### src/rtl/tileram_slot_arbiter.sv
`default_nettype none
// ============================================================================
// Module   : tileram_slot_arbiter
// Purpose  : HSYNC-aligned 8-slot time-division arbiter sharing one 8Kx8 tile
//            RAM between two layer fetch engines and the CPU bus.
// Options  : TILERAM_VBLANK_CPU_EN - during VBLANK every slot is a CPU slot.
// Revision : 1.0  initial release
// ============================================================================
module tileram_slot_arbiter #(
  parameter logic HSYNC_ACTIVE   = 1'b0,
  parameter int   CPU_FIRST_SLOT = 4
) (
  input  logic        CLK_6M,
  input  logic        rst,
  input  logic        HSYNC,
  input  logic        VBLANK,
  input  logic [12:0] l0_addr,
  input  logic [12:0] l1_addr,
  output logic [15:0] l0_data,
  output logic        l0_valid,
  output logic [15:0] l1_data,
  output logic        l1_valid,
  input  logic        cpu_req,
  input  logic        cpu_we,
  input  logic [12:0] cpu_addr,
  input  logic [7:0]  cpu_wdata,
  output logic [7:0]  cpu_rdata,
  output logic        cpu_ack,
  output logic [12:0] RA,
  output logic        RWE,
  output logic        ROE,
  output logic [7:0]  RD_out,
  output logic        RD_oe,
  input  logic [7:0]  RD_in
);
  localparam logic [2:0] c_cpu_first = 3'(CPU_FIRST_SLOT);

  typedef enum logic [2:0] {
    ACC_IDLE   = 3'd0,
    ACC_L0_LO  = 3'd1,
    ACC_L0_HI  = 3'd2,
    ACC_L1_LO  = 3'd3,
    ACC_L1_HI  = 3'd4,
    ACC_CPU_RD = 3'd5,
    ACC_CPU_WR = 3'd6
  } acc_t;

  logic [2:0]  r_slot;
  logic [2:0]  w_slot_nxt;
  logic        r_started;
  logic        r_hsync;
  logic        w_hs_edge;
  logic        w_all_cpu;
  logic        w_cpu_slot;
  logic        w_cpu_busy;
  acc_t        r_acc;
  acc_t        w_acc_nxt;
  logic [12:0] w_ra_nxt;
  logic [11:0] r_l0_word;
  logic [11:0] r_l1_word;
  logic [7:0]  r_l0_lo;
  logic [7:0]  r_l1_lo;
  logic        w_unused;

  assign w_unused = ^{l0_addr[0], l1_addr[0], VBLANK};

`ifdef TILERAM_VBLANK_CPU_EN
  assign w_all_cpu = VBLANK;
`else
  assign w_all_cpu = 1'b0;
`endif

  always_comb begin
    w_hs_edge  = (HSYNC == HSYNC_ACTIVE) && (r_hsync != HSYNC_ACTIVE);
    w_slot_nxt = (!r_started || w_hs_edge) ? 3'd0 : r_slot + 3'd1;
    w_cpu_slot = w_all_cpu || (w_slot_nxt >= c_cpu_first);
    // A CPU access finishing at this edge acks now; its request is still up.
    w_cpu_busy = (r_acc == ACC_CPU_RD) || (r_acc == ACC_CPU_WR);
    w_acc_nxt  = ACC_IDLE;
    w_ra_nxt   = RA;
    if (w_cpu_slot) begin
      if (cpu_req && !w_cpu_busy) begin
        w_acc_nxt = cpu_we ? ACC_CPU_WR : ACC_CPU_RD;
        w_ra_nxt  = cpu_addr;
      end
    end else begin
      case (w_slot_nxt)
        3'd0: begin w_acc_nxt = ACC_L0_LO; w_ra_nxt = {l0_addr[12:1], 1'b0}; end
        3'd1: begin w_acc_nxt = ACC_L0_HI; w_ra_nxt = {r_l0_word, 1'b1}; end
        3'd2: begin w_acc_nxt = ACC_L1_LO; w_ra_nxt = {l1_addr[12:1], 1'b0}; end
        3'd3: begin w_acc_nxt = ACC_L1_HI; w_ra_nxt = {r_l1_word, 1'b1}; end
        default: ;
      endcase
    end
  end

  always_ff @(posedge CLK_6M) r_hsync <= HSYNC;

  always_ff @(posedge CLK_6M) begin
    if (!rst) begin
      r_started <= 1'b0;
      r_slot    <= 3'd0;
      r_acc     <= ACC_IDLE;
      r_l0_word <= 12'd0;
      r_l1_word <= 12'd0;
      r_l0_lo   <= 8'd0;
      r_l1_lo   <= 8'd0;
      RA        <= 13'd0;
      RWE       <= 1'b1;
      ROE       <= 1'b1;
      RD_oe     <= 1'b0;
      RD_out    <= 8'd0;
      cpu_rdata <= 8'd0;
      cpu_ack   <= 1'b0;
      l0_data   <= 16'd0;
      l0_valid  <= 1'b0;
      l1_data   <= 16'd0;
      l1_valid  <= 1'b0;
    end else begin
      r_started <= 1'b1;
      r_slot    <= w_slot_nxt;
      r_acc     <= w_acc_nxt;
      RA        <= w_ra_nxt;
      ROE       <= (w_acc_nxt == ACC_IDLE) || (w_acc_nxt == ACC_CPU_WR);
      RWE       <= (w_acc_nxt != ACC_CPU_WR);
      RD_oe     <= (w_acc_nxt == ACC_CPU_WR);
      if (w_acc_nxt == ACC_CPU_WR) RD_out <= cpu_wdata;
      if (w_acc_nxt == ACC_L0_LO) r_l0_word <= l0_addr[12:1];
      if (w_acc_nxt == ACC_L1_LO) r_l1_word <= l1_addr[12:1];

      // Completion side: data returned by the slot that ends at this edge.
      l0_valid <= 1'b0;
      l1_valid <= 1'b0;
      cpu_ack  <= 1'b0;
      case (r_acc)
        ACC_L0_LO:  r_l0_lo <= RD_in;
        ACC_L0_HI:  begin l0_data <= {RD_in, r_l0_lo}; l0_valid <= 1'b1; end
        ACC_L1_LO:  r_l1_lo <= RD_in;
        ACC_L1_HI:  begin l1_data <= {RD_in, r_l1_lo}; l1_valid <= 1'b1; end
        ACC_CPU_RD: begin cpu_rdata <= RD_in; cpu_ack <= 1'b1; end
        ACC_CPU_WR: cpu_ack <= 1'b1;
        default: ;
      endcase
    end
  end

endmodule
`default_nettype wire
### config.mk
export PLATFORM = sky130hd
export DESIGN_NAME = tileram_slot_arbiter
export DESIGN_NICKNAME = d
export VERILOG_FILES = /design/src/rtl/tileram_slot_arbiter.sv
export SDC_FILE = /design/constraint.sdc
export NUM_CORES = 1
export LEC_CHECK = 0
export ABC_CLOCK_PERIOD_IN_PS = 3210
export CORE_ASPECT_RATIO = 0.9
export CORE_MARGIN = 2
export CORE_UTILIZATION = 53
export CTS_BUF_LIST = sky130_fd_sc_hd__clkbuf_8
export DETAILED_ROUTE_END_ITERATION = 10
export GPL_TIMING_DRIVEN = 0
export PLACE_DENSITY = 0.95
export SYNTH_ARGS = -nofsm -noshare
export SYNTH_HDL_FRONTEND = slang
export SYNTH_SLANG_ARGS = --single-unit
### constraint.sdc
create_clock -name CLK_6M -period 3.21 [get_ports CLK_6M]
set_input_delay 0.642 -clock CLK_6M [delete_from_list [all_inputs] [get_ports CLK_6M]]
set_output_delay 0.642 -clock CLK_6M [all_outputs]
set_load 0.02 [all_outputs]
==> out/results.ini, run 1 <==
[sta]
hold_viol_final=0
timing.hold.ws_ns=0.453
skew_ns=0.0104
relSlewSlack_pct=61.3
max_freq_mhz=476
fin_setup_tns_ns=0
min_period_over_period_pct=65.5
fin_ws_ns=1.11
setup_viol=0
worst_slew_pin_slew_ns=0.580
rsz0062_at_grt=no
slew_viol_final=0
finalWorstPathRequiredPeriod_ns=2.10

[yosys]
ys_seq_elements=115
netlist_area_mm2=0.00458
avgSynthCellArea_um2=9.31
postSynthCellCount=492
synth_cell_types=38
yosys_warnings=0
synth_seq_area_share_pct=50.2
synth_fp_nets=554

[cts]
cts.sinks=115
root_buffer=clkbuf_8
h-tree-depth=4
cts.clk_slew.worst_paths_ns=0.08
cts_buffer_depth=2
tritoncts=done
ctsResizeCount=0
clock_latency_ns=0.43
post_cts_buffers=0
cts-hold-fix-buffers=0
cts_buffers=17

[place]
dp_hpwl_mm=8.88
place_inst=735
pre_cts_ws_ns=0.756
place.gp.congestion=0.884
io_buffers=124
post_dp_cell_area_mm2=0.00597

[power_and_ir_drop]
cellLeakagePower_nw=2.66
peakVddDrop_mv=0.351
power_mw=3.15
power_density_mw_per_mm2=496

[floorplan]
fp.dieArea_mm2=0.00941
core-area_mm2=0.00849
die_x_um=102
placement_rows=32
num_io_pins=128
start_util_pct=54.0
die_y_um=92.2

[run_status]
outcome=complete, no violations

[global_routing]
first_global_vias=4093
grt_max_degree=17
grt-ovfl-total=0
grtUsageTotal_pct=27.1
antenna_found_initial=0
grt_pass1_wl_mm=19.8

[setup_path]
cp_slowest_stage_delay_ns=0.46
crit_path_end_kind=register
cp.depth=7
r2r_slack_ns=1.11
worst-r2r-cell-count=7
r2r-end=RA[7]$_SDFFE_PN0P_
critPathBufInv=2
worstSetupStartpoint=r_slot[0]$_SDFF_PN0_
worstPathCellList=ha_1 -> buf_4 -> nand2b_1 -> nand3_1 -> clkbuf_1 -> a221o_1 -> o21ai_1
crit_family=buffers and inverters
cp.arrival_ns=2.40
slowest_stage=clkbuf_1
cp.required_ns=3.50
critPathLaunchType=register
r2r-start=r_slot[0]$_SDFF_PN0_
criticalPathCategory=register to register
crit_fanout=10
critPathCapture=RA[7]$_SDFFE_PN0P_

[final_layout]
area_delta_synth_final_pct=38.6
final_net_count=697
stdcell_area_mm2=0.00635
nFillCells=557
final_common_cell=clkdlybuf4s50_1
diodes=0
final_util_pct=74.8
regArea_mm2=0.00230
instances_no_fill=767
final_cell_mix=clkdlybuf4s50_1, dfxtp_1, nand2_1, mux2i_1, nor2_1
drive_gt1_share_pct=11.1
multiInputGateArea_mm2=0.00204

[run]
maxCapViolCount=0

[detailed_routing]
drt-wirelength-per-cell_um=16.3
vias=4182
final_antenna_net_count=0
drtPass1Iterations=6
routed_wl_mm=12.5
viasPerCell=5.45
drt-initial-drc-count=249
drc=0

[min_path]
hold_class=register to register

## worst min-delay path by stage
stage                                from                         end  slack [ns]  depth (start not counted)
6_report          r_l1_lo[3]$_SDFFE_PN0N_     l1_data[3]$_SDFFE_PN0P_        0.45                          2
5_1_grt           r_l1_lo[0]$_SDFFE_PN0N_     l1_data[0]$_SDFFE_PN0P_        0.47                          2
4_1_cts           r_l1_lo[7]$_SDFFE_PN0N_     l1_data[7]$_SDFFE_PN0P_        0.45                          2
3_5_place_dp     l0_data[11]$_SDFFE_PN0P_    l0_data[11]$_SDFFE_PN0P_        0.45                          2
3_3_place_gp      r_l0_lo[0]$_SDFFE_PN0N_     l0_data[0]$_SDFFE_PN0P_        0.44                          2
2_1_floorplan  r_l1_word[11]$_SDFFE_PN0N_  r_l1_word[11]$_SDFFE_PN0N_        0.43                          2
## area by class of cell
cell class,count,share of cell area (%)
sequential,115,36.3
multi-input combinational,326,32.2
clock buffer,18,3.90
tap,119,2.34
timing repair buffer,124,19.5
clock inverter,14,2.05
inverter,14,0.828
buffer,37,2.90
## worst reg2reg max path, stage by stage, from the launching register on
cell	delay, ns
dfxtp_1	0.32
ha_1	0.30
buf_4	0.18
nand2b_1	0.19
nand3_1	0.15
clkbuf_1	0.46
a221o_1	0.29
o21ai_1	0.09
## layer usage
layer,part of all wire [%],vias to the layer above,track usage (%)
met3,7.3,22,6.10
met1,41,2014,33.5
met5,0,-,0
met2,50,195,45.9
li1,-,1951,-
met4,1.7,0,9.78
## cells by family (layout without fill, tap and decap cells)
group	Yosys count	in the layout	share of synthesized area, %
mux	80	80	17.8
fa+ha+maj	1	1	0.273
compound gates	78	78	10.7
flops	115	115	50.2
xor+xnor	3	3	0.737
buf+inv	51	207	5.16
simple gates	164	164	15.0
## report_power, final
part	switching (mW)	total [mW]	leakage, nW	internal (mW)
Sequential	0.0245	1.50	0.937	1.47
Clock	0.625	1.26	0.178	0.638
Combinational	0.197	0.388	1.54	0.190
## state kept, by name, indices dropped and copies added (netlist names)
name and cells:
l1_valid 1, r_hsync 1, l0_valid 1, l1_data 16
r_l1_lo 8, cpu_rdata 8, r_slot 3, l0_data 16
RWE 1, r_l0_word 12, cpu_ack 1, r_acc 3
r_started 1, r_l1_word 12, ROE 1, r_l0_lo 8
RA 13, RD_out 8, RD_oe 1
## cells in the mapped netlist (all sizes together)
cell type | n | area, um2
dfxtp | 115 | 2300
nand2 | 84 | 315
mux2i | 68 | 681
nor2 | 55 | 206
a21oi | 35 | 175
buf | 22 | 128
clkbuf | 15 | 56.3
inv | 14 | 52.6
a221o | 12 | 120
mux2 | 12 | 135
o21ai | 12 | 60.1
o22ai | 12 | 75.1
and2 | 4 | 25.0
and3 | 4 | 25.0
nand3 | 4 | 20.0
nor3b | 3 | 27.5
a211oi | 2 | 15.0
nand2b | 2 | 12.5
nand3b | 2 | 15.0
nand4 | 2 | 12.5
xor2 | 2 | 25.0
a21boi | 1 | 11.3
a31o | 1 | 8.76
a31oi | 1 | 6.26
and4 | 1 | 8.76
ha | 1 | 12.5
nor2b | 1 | 6.26
o211ai | 1 | 12.5
o31ai | 1 | 7.51
or2 | 1 | 6.26
or3b | 1 | 8.76
xnor2 | 1 | 8.76
(Power assumes the default switching activity.)
==> run 2: changes to the inputs <==
- ABC_CLOCK_PERIOD_IN_PS: 3210 -> 2000
- CORE_UTILIZATION: 53 -> 49
- PLACE_DENSITY: 0.95 -> 0.92
- clock period: 3.21 -> 2 ns (I/O delays scaled with it)
==> run 2 against run 1 <==
Compared with the run above: maximum frequency grew 8.5%; non-clock buffer count stayed put; first-iteration DRC count fell by 5.6%; largest cell class unchanged; register-to-register slack got worse by 1.0 ns; cell area increased by 0.51%; highest routed layer unchanged; worst setup slack worse by 1.0 ns.
==> out/results.ini, run 2 (synthesized netlist as in run 1, its figures left out) <==
[detailed_routing]
drc=0
final_antenna_net_count=0
viasPerCell=5.36
drt-initial-drc-count=235
drt-wirelength-per-cell_um=16.0
vias=4128
drtPass1Iterations=5
routed_wl_mm=12.3

[final_layout]
final_cell_mix=clkdlybuf4s50_1, dfxtp_1, nand2_1, mux2i_1, nor2_1
final_net_count=697
drive_gt1_share_pct=11.6
stdcell_area_mm2=0.00638
area_delta_synth_final_pct=39.3
diodes=0
final_common_cell=clkdlybuf4s50_1
reg_top3=l0_data x16, l1_data x16, RA x13

[floorplan]
die_y_um=95.7
core-area_mm2=0.00908
placement_rows=33
fp.dieArea_mm2=0.0101
die_x_um=106
start_util_pct=50.4
num_io_pins=128

[cts]
cts-hold-fix-buffers=0
cts.sinks=115
cts_buffer_depth=2
tritoncts=done
clock_latency_ns=0.43
h-tree-depth=4
cts.clk_slew.worst_paths_ns=0.07
post_cts_buffers=0
cts_buffers=17
root_buffer=clkbuf_8

[sta]
worst_slew_pin_slew_ns=0.541
min_period_over_period_pct=96.8
skew_ns=0.00723
setup_viol=0
slew_viol_final=0
hold_viol_final=0
fin_ws_ns=0.0634
rsz0062_at_grt=no
relSlewSlack_pct=63.9
max_freq_mhz=516
finalWorstPathRequiredPeriod_ns=1.94

[place]
pre_cts_ws_ns=-0.178
place.gp.congestion=0.891
io_buffers=124
post_dp_cell_area_mm2=0.00598
dp_hpwl_mm=8.89

[global_routing]
grt_max_degree=17
first_global_vias=4143
grt_pass1_wl_mm=19.5
antenna_found_initial=0
grtUsageTotal_pct=24.6
grt-ovfl-total=0

[power_and_ir_drop]
seqPwrFrac_pct=47.3
peakVddDrop_mv=0.396
power_density_mw_per_mm2=797
swShare_pct=27.4
power.switching_mw=1.40
pwr-share-comb_pct=12.2
cellLeakagePower_nw=2.68
p_int_mw=3.69
clkPwrFrac_pct=40.5

[setup_path]
criticalPathCategory=register to register
crit_fanout=10
crit_path_end_kind=register
critPathLaunchType=register
cp.required_ns=2.36
cp.arrival_ns=2.29

[min_path]
hold_class=input port to register

[run_status]
outcome=complete, no violations

[run]
maxCapViolCount=0

[run 2: critical path, cell delays in order, from the launching register on]
cell and delay, ns:
dfxtp_1 0.33, ha_1 0.30, buf_4 0.19, nand2b_1 0.16, nand3_1 0.13, clkbuf_2 0.25
a221o_1 0.41, o21ai_1 0.10
[run 2: metal layers]
layer  share of wire, %  routed length, um  vias up  global-route usage [%]
met2                 50               6170      188                    43.9
met4                1.9                235        0                    9.76
met5                  0                  0        -                       0
met3                7.2                889       26                    6.64
li1                   -                  -     1965                       -
met1                 41               5010     1949                    28.3
[run 2: path summary, 6_finish.rpt]
| kind | startpoint | end | slack [ns] | depth (start not counted) |
|---|---|---|---|---|
| setup / recovery | r_slot[0]$_SDFF_PN0_ | RA[3]$_SDFFE_PN0P_ | 0.06 | 7 |
| hold / removal | HSYNC | r_hsync$_DFF_P_ | 0.44 | 1 |
| setup reg to reg | r_slot[0]$_SDFF_PN0_ | RA[3]$_SDFFE_PN0P_ | 0.06 | 7 |
| hold reg to reg | r_l1_lo[5]$_SDFFE_PN0N_ | l1_data[5]$_SDFFE_PN0P_ | 0.45 | 2 |
[run 2: final cells by class]
cell class	instances	area, um2
Sequential cell	115	2300
Clock inverter	15	149
Fill cell	671	2700
Tap cell	122	153
Buffer	37	198
Timing Repair Buffer	124	1240
Multi-Input combinational cell	326	2050
Clock buffer	17	234
Inverter	14	52.6
[run 2: what timing repair did]
action / CTS / global route
resized for setup: 3 / 4
hold endpoints to repair: 0 / 0
endpoints found under the setup margin: 10 / 10
[run 2: power by group through the flow]
stage                     clock, mW  sequential, mW  combinational (mW)
after detailed placement          0            2.45               0.607
after global placement            0            2.45               0.589
after CTS                      2.08            2.40               0.616
after global routing           2.19            2.41               0.665
after floorplan                   0            2.49               0.286
final                          2.06            2.40               0.622
[run 2: per-stage QoR]
step	instances	hold slack [ns]	power, mW	setup TNS, ns	util (%)
2_1_floorplan	492	0.428	2.77	0	-
3_3_place_gp	738	0.439	3.04	-1.70	65.8
3_5_place_dp	738	0.445	3.06	-3.50	65.8
4_1_cts	770	0.424	5.10	0	70.1
5_1_grt	770	0.436	5.27	0	70.3
6_report	770	0.443	5.08	0	70.3
==> run 3: changes to the inputs <==
- HOLD_SLACK_MARGIN: default -> 0.1
==> results of run 3 <==
No change in the layout: final DEF, timing and power equal those of run 2.
